$ cat config.mk
export PLATFORM = sky130hd
export DESIGN_NAME = postfix_eval
export DESIGN_NICKNAME = d
export VERILOG_FILES = /design/src/rtl/postfix_eval.sv
export SDC_FILE = /design/constraint.sdc
export NUM_CORES = 1
export LEC_CHECK = 0
export BUFFER_PORTS_ARGS = -buffer_cell sky130_fd_sc_hd__buf_2
export CORE_MARGIN = 5
export CORE_UTILIZATION = 50
export CTS_CLUSTER_SIZE = 20
export DETAILED_ROUTE_END_ITERATION = 10
export HOLD_SLACK_MARGIN = 0.05
export MAX_ROUTING_LAYER = met4
export PLACE_DENSITY_LB_ADDON = 0.15
export SLEW_MARGIN = 20
export SYNTH_ARGS = -nofsm -noshare
export SYNTH_HDL_FRONTEND = slang
export SYNTH_SLANG_ARGS = --single-unit
$ cat constraint.sdc
create_clock -name clk -period 5.7 [get_ports clk]
set_input_delay 1.425 -clock clk [delete_from_list [all_inputs] [get_ports clk]]
set_output_delay 1.425 -clock clk [all_outputs]
set_load 0.01 [all_outputs]
$ cat src/rtl/postfix_eval.sv
// postfix_eval: postfix stack evaluator (add/sub/shift-add mul) with token handshake (tok_*), result pulse (result/result_valid), sticky ovf and err/err_code
module postfix_eval #(
  parameter int DATA_W = 16,
  parameter int DEPTH = 8,
  localparam int MUL_CYC = DATA_W
) (
  input  logic              clk,
  input  logic              rst,
  input  logic              clr,
  input  logic              tok_valid,
  input  logic              tok_is_op,
  input  logic [DATA_W-1:0] tok_data,
  input  logic              tok_last,
  output logic              tok_ready,
  output logic [DATA_W-1:0] result,
  output logic              result_valid,
  output logic              ovf,
  output logic              err,
  output logic [1:0]        err_code
);
  localparam int AW = $clog2(DEPTH);
  localparam int CW = $clog2(MUL_CYC) + 1;
  localparam logic [AW:0] ONE = (AW+1)'(1);
  localparam logic [AW:0] TWO = (AW+1)'(2);
  localparam logic [AW:0] FULL = (AW+1)'(DEPTH);
  localparam logic [CW-1:0] CLAST = CW'(MUL_CYC - 1);
  typedef enum logic [2:0] {ACCEPT, EXEC, MUL, FINAL, ERR} state_t;
  state_t state, state_n;
  logic [DATA_W-1:0] stk [DEPTH];
  logic [AW:0] sp, sp_n;
  logic [DATA_W-1:0] a, b, a_mag, b_mag, sum, push_val, mplier;
  logic [1:0] op, ecode_n;
  logic last, take, sum_ovf, push, ovf_set, neg, prod_ovf, fin_ok;
  logic [CW-1:0] cnt;
  logic [2*DATA_W-1:0] pacc, pacc_n, mcand, prod;
  assign tok_ready = state == ACCEPT && !clr;
  assign err = state == ERR;
  assign take = tok_valid && tok_ready;
  assign fin_ok = state == FINAL && sp == ONE && !clr;
  assign sum = op[0] ? a - b : a + b;
  assign sum_ovf = (a[DATA_W-1] ^ sum[DATA_W-1]) & (op[0] ? a[DATA_W-1] ^ b[DATA_W-1] : ~(a[DATA_W-1] ^ b[DATA_W-1]));
  assign a_mag = a[DATA_W-1] ? -a : a;
  assign b_mag = b[DATA_W-1] ? -b : b;
  assign pacc_n = pacc + (mplier[0] ? mcand : '0);
  assign prod = neg ? -pacc_n : pacc_n;
  assign prod_ovf = !(&prod[2*DATA_W-1:DATA_W-1] || ~|prod[2*DATA_W-1:DATA_W-1]);
  always_comb begin
    state_n = state;
    sp_n = sp;
    push = 1'b0;
    push_val = tok_data;
    ovf_set = 1'b0;
    ecode_n = err_code;
    case (state)
      ACCEPT: if (take) begin
        if (!tok_is_op) begin
          if (sp == FULL) begin
            state_n = ERR;
            ecode_n = 2'b01;
          end else begin
            push = 1'b1;
            sp_n = sp + ONE;
            state_n = tok_last ? FINAL : ACCEPT;
          end
        end else if (sp < TWO) begin
          state_n = ERR;
          ecode_n = 2'b10;
        end else if (tok_data[1:0] == 2'b11) begin
          state_n = ERR;
          ecode_n = 2'b11;
        end else begin
          sp_n = sp - TWO;
          state_n = EXEC;
        end
      end
      EXEC: if (op == 2'b10) state_n = MUL;
      else begin
        push = 1'b1;
        push_val = sum;
        sp_n = sp + ONE;
        ovf_set = sum_ovf;
        state_n = last ? FINAL : ACCEPT;
      end
      MUL: if (cnt == CLAST) begin
        push = 1'b1;
        push_val = prod[DATA_W-1:0];
        sp_n = sp + ONE;
        ovf_set = prod_ovf;
        state_n = last ? FINAL : ACCEPT;
      end
      FINAL: if (sp == ONE) begin
        sp_n = '0;
        state_n = ACCEPT;
      end else begin
        state_n = ERR;
        ecode_n = sp == '0 ? 2'b10 : 2'b11;
      end
      ERR: state_n = ERR;
      default: state_n = ACCEPT;
    endcase
    if (clr) begin
      state_n = ACCEPT;
      sp_n = '0;
      push = 1'b0;
      ovf_set = 1'b0;
      ecode_n = 2'b00;
    end
  end
  always_ff @(posedge clk or negedge rst)
    if (!rst) state <= ACCEPT;
    else state <= state_n;
  always_ff @(posedge clk)
    if (push) stk[sp[AW-1:0]] <= push_val;
  always_ff @(posedge clk or negedge rst)
    if (!rst) begin
      sp <= '0;
      a <= '0;
      b <= '0;
      op <= 2'b00;
      last <= 1'b0;
      cnt <= '0;
      pacc <= '0;
      mcand <= '0;
      mplier <= '0;
      neg <= 1'b0;
      result <= '0;
      result_valid <= 1'b0;
      ovf <= 1'b0;
      err_code <= 2'b00;
    end else begin
      sp <= sp_n;
      err_code <= ecode_n;
      ovf <= (clr || result_valid) ? 1'b0 : ovf | ovf_set;
      result_valid <= fin_ok;
      if (fin_ok) result <= stk[0];
      if (take && tok_is_op) begin
        b <= stk[AW'(sp - ONE)];
        a <= stk[AW'(sp - TWO)];
        op <= tok_data[1:0];
        last <= tok_last;
      end
      if (state == EXEC) begin
        cnt <= '0;
        pacc <= '0;
        mcand <= {{DATA_W{1'b0}}, b_mag};
        mplier <= a_mag;
        neg <= a[DATA_W-1] ^ b[DATA_W-1];
      end
      if (state == MUL) begin
        cnt <= cnt + 1'b1;
        pacc <= pacc_n;
        mcand <= mcand << 1;
        mplier <= mplier >> 1;
      end
      if (clr) cnt <= '0;
    end
endmodule

Word-level counts from Yosys, hierarchy flattened
Memories as Yosys holds them, arrays and structs flattened. A register that Yosys moved wholly into a read port is not among the register bits.
Index checks and enable logic that the tools add are counted.

storage, ports and cells
  output and inout port bits = 22
  bits in writable memories = 128
  bits of input ports = 22
  register bits = 100
  memories = 1

memories
  memory  words  bits a word  read ports  clocked after memory_dff  write ports  RTL line  source
  stk     8      16           3           3                         1            29        logic [DATA_W-1:0] stk [DEPTH];

cells by class
  bitwise logic cells = 5
  $add $sub $neg = 10
  reduce and logical (&&, ||, !) cells = 24
  $lt $le $gt $ge = 1
  multiplexer cells = 63
  eq/ne operators = 19

operators with widths
  cell                                            number
  2-to-1 mux 32 bit                               6
  2-to-1 mux 16 bit                               7
  2-to-1 mux 4 bit                                9
  adder 32 bit                                    1
  negation 16 bit                                 2
  negation 32 bit                                 1
  one-hot mux 16 bit (2 select lines)             1
  2-to-1 mux 3 bit                                8
  2-to-1 mux 2 bit                                10
  AND reduction 17 bit                            1
  OR reduction 17 bit                             1
  adder 16 bit                                    1
  one-hot mux 4 bit (4 select lines)              1
  subtractor 16 bit                               1
  2-to-1 mux 5 bit                                3
  one-hot mux 3 bit (5 select lines)              1
  2-to-1 mux 1 bit                                14
  != test 3 bit (second input constant)           4
  != test 4 bit (second input constant)           3
  AND reduction 8 bit                             1
  == test 3 x 2 -> 1 bit (second input constant)  2
  zero test 1 bit                                 6
  nonzero test 3 bit                              2
  adder 5 x 1 -> 5 bit (second input constant)    1
  other kinds (28)                                35

Logic depth before layout (Yosys ltp)
  depth after elaboration = 13
  gate-level depth with buffers = 19
  depth with buffers taken out = 19

Worst setup path after synthesis
Ideal clock, no wire load.

  path kind = register to register
  from = reg b[0], read port of stk
  to = reg ovf
  required time = 5.566 ns
  stages on the path, launching flop included = 18
  arrival = 4.093 ns
  path buffers = 0
  path slack = 1.474 ns
  cells stage by stage = dfrtp_1 or3_1 or3_1 or3_1 or3_1 or3_1 nor3_1 nor2_1 xnor2_1 ha_1 and3_1 a211o_1 a21oi_1 xnor2_1 o21ba_2 o21ai_0 o41ai_2 nor4_1

on the way
  longest elaborated chain between the ends = 9
  elaborated cells on any way between the ends = 10
  classes of those cells = add/sub (2); mux (5); bitwise (3)

RTL lines
  element                                                   RTL line  source
  from (decl)                                               31        logic [DATA_W-1:0] a, b, a_mag, b_mag, sum, push_val, mplier;
  adder 16 bit / subtractor 16 bit (equally long branches)  40        assign sum = op[0] ? a - b : a + b;
  2-to-1 mux 16 bit *                                       40
  bitwise XOR 1 bit *                                       41        assign sum_ovf = (a[DATA_W-1] ^ sum[DATA_W-1]) & (op[0] ? a[DATA_W-1] ^ b[DATA_W-1] : ~(a[DATA_W-1] ^ b[DATA_W ...
  AND 1 bit *                                               41
  2-to-1 mux 1 bit *                                        76        EXEC: if (op == 2'b10) state_n = MUL;
  one-hot mux 1 bit (2 select lines) *                      54        case (state)
  2-to-1 mux 1 bit *                                        101       if (clr) begin
  bitwise OR 1 bit *                                        133       ovf <= (clr || result_valid) ? 1'b0 : ovf | ovf_set;
  2-to-1 mux 1 bit *                                        133
  to (signal assigned)                                      133
  to (decl)                                                 17        output logic ovf,

Every way passes the cells marked *; elsewhere a longest branch is shown, timed or not.
A chain may end at the register's enable or synchronous reset.

Worst setup path in the final report
  from = reg mplier[0]
  to = reg ovf

on the way
  longest elaborated chain between the ends = 13
  elaborated cells on any way between the ends = 14
  classes of those cells = add/sub (2); mux (6); bitwise (1); reduce/logical (5)

RTL lines
  element                               RTL line  source
  from (decl)                           31
  from (signal assigned)                146       mplier <= a_mag;
  from (signal assigned)                153       mplier <= mplier >> 1;
  2-to-1 mux 32 bit *                   44        assign pacc_n = pacc + (mplier[0] ? mcand : '0);
  adder 32 bit *                        44
  negation 32 bit                       45        assign prod = neg ? -pacc_n : pacc_n;
  2-to-1 mux 32 bit *                   45
  OR reduction 17 bit                   46        assign prod_ovf = !(&prod[2*DATA_W-1:DATA_W-1] || ~|prod[2*DATA_W-1:DATA_W-1]);
  zero test 1 bit                       46
  logical OR 1 bit *                    46
  zero test 1 bit *                     46
  2-to-1 mux 1 bit *                    84        MUL: if (cnt == CLAST) begin
  one-hot mux 1 bit (2 select lines) *  54
  2-to-1 mux 1 bit *                    101
  bitwise OR 1 bit *                    133
  2-to-1 mux 1 bit *                    133

Marks and branches as above.

==> flow_metrics.env <==
export IMPL_ioPinCount=44
export IMPL_clock_fmax_mhz=200.5
export IMPL_hpwl_um=31640
export IMPL_peakVddDrop_v=0.0004212
export IMPL_worstPathRequired_ns=6.16
export IMPL_place_worst_setup_slack_ns=0.7393
export IMPL_ys_types=92
export IMPL_via_per_inst=6.258
export IMPL_io_buffer_count=43
export IMPL_multi_input_area_sq_um=9056
export IMPL_antenna_found_initial=0
export IMPL_tritoncts="yes"
export IMPL_ys_async_sr_fraction_pct=53.62
export IMPL_fp_row_count=67
export IMPL_die_h_um=195.2
export IMPL_cts_clk_slew_worst_paths_ns=0.06
export IMPL_finalSetupTns_ns=0
export IMPL_synth_nets=1702
export IMPL_fin_nets=1689
export IMPL_grt_pass1_vias=12820
export IMPL_cp_arrival_ns=5.45
export IMPL_synth_avg_cell_area_sq_um=10.59
export IMPL_core_sq_um=33700
export IMPL_post_cts_buffers=0
export IMPL_synth_warnings=0
export IMPL_ys_flop_type="dfrtp_1"
export IMPL_ys_ff_latch=276
export IMPL_grt_max_degree=86
export IMPL_syn_area_sq_um=17140
export IMPL_worstMarginPinSlew_ns=1.174
export IMPL_finalCritPeriodShare_pct=87.50
export IMPL_fp_dieW_um=195.2
export IMPL_ys_seq_area_share_pct=44.03
export IMPL_vias=13010
export IMPL_hold_class="flip-flop to flip-flop"
export IMPL_setup_viol=0
export IMPL_finalPower_uw=10790
export IMPL_root_buffer="clkbuf_16"
export IMPL_skew_ns=0.01949
export IMPL_antenna_left=0
export IMPL_insertion_delay_ns=0.60
export IMPL_synth_top_cells_by_count="nand2_1, dfrtp_1, edfxtp_1, nor2_1, o21ai_0"
export IMPL_crit_type="flip-flop to flip-flop"
export IMPL_hold_viol=0
export IMPL_relSlewSlack_pct=21.74
export IMPL_syn_inst=1618
export IMPL_cap_violations=0
export IMPL_grt_pass1_wl_um=72500
export IMPL_cp_max_fo=28
export IMPL_whs_ns=0.4780
export IMPL_htree_num_levels=1
export IMPL_grt_usage_pct=24.20
export IMPL_holdBufCountCts=0
export IMPL_fp_dieArea_sq_um=38090
export IMPL_cts_sinks=276
export IMPL_globalplace_congestion=0.9097
export IMPL_yosysMostFrequentCell="nand2_1"
export IMPL_wl_per_cell_um=21.89
export IMPL_power_density_nw_per_um2=575.9
export IMPL_rsz0062_at_grt="no"
export IMPL_wl_um=45490
export IMPL_end_kind="flip-flop"
export IMPL_status="completed"
export IMPL_synth_edf_count=128
export IMPL_synthTopCellsByArea="edfxtp_1, dfrtp_1, mux4_2"
export IMPL_slew_violations=0
export IMPL_area_growth_pct=9.313
export IMPL_numCtsBuffers=31
export IMPL_gr_total_overflow=0
export IMPL_ctsLongestPathBuffers=3
export IMPL_ff_latch_area_sq_um=7551
export IMPL_setup_slack_ns=0.7127
export IMPL_drt_pass1_iterations=5
export IMPL_startpoint_type="flip-flop"
export IMPL_post_route_min_period_ns=4.987
export IMPL_antenna_cells=0
export IMPL_synth_top_cell_by_area="edfxtp_1"
export IMPL_leakagePower_uw=0.007584
export IMPL_drt_initial_drc_count=910
export IMPL_route_detailed_drc=0
export IMPL_layout_drive_gt1_share_pct=13.13
export IMPL_start_util_pct=50.87
export IMPL_yosysTopAreaCellShare_pct=22.42
export IMPL_n_fill_cell=2968
export IMPL_cts_resized=0
## routing by layer
| layer | vias to the layer above | share of wire, % | GRT usage, % |
|---|---|---|---|
| li1 | 6080 | - | - |
| met1 | 6538 | 45 | 33.38 |
| met4 | 0 | 2.5 | 5.534 |
| met3 | 68 | 4.9 | 3.533 |
| met5 | - | 0 | - |
| met2 | 319 | 47 | 38.47 |
## stage by stage
step,cell area (sq um),instances,utilization (%)
6_report,18740,2078,55.61
2_1_floorplan,17140,1618,-
4_1_cts,18740,2078,55.61
3_5_place_dp,17620,2020,52.29
3_3_place_gp,17620,2020,52.29
5_1_grt,18740,2078,55.61
## state kept, by name, summed over array words and instances, names as in the netlist, 3 cells and up
signal	cells
a	16
b	16
cnt	5
mcand	32
mplier	16
pacc	32
result	16
sp	4
state	3
stk	128
## where the power goes
group,total (uW),internal (uW),switching [uW]
Clock,2190,1320,869
Sequential,3190,2690,505
Combinational,5410,2110,3300
Total,10800,6120,4670
## path summary, 6_finish.rpt
kind                             start          end  slack (ns)  cells past startpoint
setup / recovery             mplier[0]          ovf        0.71                     15
hold / removal             err_code[0]  err_code[0]        0.48                      2
setup reg to reg             mplier[0]          ovf        0.71                     15
hold reg to reg            err_code[0]  err_code[0]        0.48                      2
max in group asynchronous          rst    result[2]        3.72                      2
min in group asynchronous          rst       cnt[0]        0.87                      1
## worst max-delay path, cell delays in order (launching register included)
cell and delay (ns):
dfrtp_1 0.42, buf_4 0.24, and2_1 0.17, ha_1 0.53, a21o_1 0.30, a31oi_1 0.06, o21ai_1 0.47, xor2_1 0.21
and4bb_2 0.41, nand4b_1 0.48, o31a_1 0.48, xnor2_1 0.14, a2111oi_0 0.42, o2111ai_1 0.18, nor3_1 0.24, nor4_1 0.07
## cells by family after synthesis
family	synth area share, %
multiplexers	11.24
AO/OA/AOI/OAI	17.08
AND/OR/NAND/NOR	14.71
XOR/XNOR	4.949
adder cells (fa/ha/maj)	4.730
flip-flops	44.03
buffers and inverters	3.270
## cell type report
class / instances / share of cell area, %
Clock buffer: 41 / 4.721
Multi-Input combinational cell: 1206 / 48.33
Inverter: 32 / 0.6410
Tap cell: 448 / 2.991
Sequential cell: 276 / 40.30
Timing Repair Buffer: 58 / 1.783
Clock inverter: 17 / 1.242
## cell usage in the layout (no fill, tap or decap), drive strengths merged, types with 5 or more instances in the layout
| master | n |
|---|---|
| nor2b | 20 |
| xor2 | 52 |
| nor4 | 10 |
| inv | 31 |
| a211oi | 8 |
| a22oi | 34 |
| nand4 | 19 |
| or3 | 16 |
| a31oi | 6 |
| o21ai | 111 |
| a2111oi | 5 |
| bufinv | 5 |
| nand3 | 33 |
| buf | 58 |
| mux2i | 44 |
| ha | 60 |
| nand2 | 169 |
| nor3 | 27 |
| a221o | 6 |
| o211ai | 7 |
| and3 | 24 |
| and2 | 41 |
| nor2 | 110 |
| a211o | 5 |
| dfrtp | 148 |
| o221ai | 8 |
| a22o | 29 |
| xnor2 | 44 |
| mux4 | 64 |
| o21a | 10 |
| o31ai | 20 |
| nand2b | 14 |
| a21o | 19 |
| or4 | 6 |
| o41ai | 7 |
| o2111ai | 5 |
| clkbuf | 41 |
| edfxtp | 128 |
| clkinv | 12 |
| a21oi | 97 |
Power figures use the tool's default switching activity.
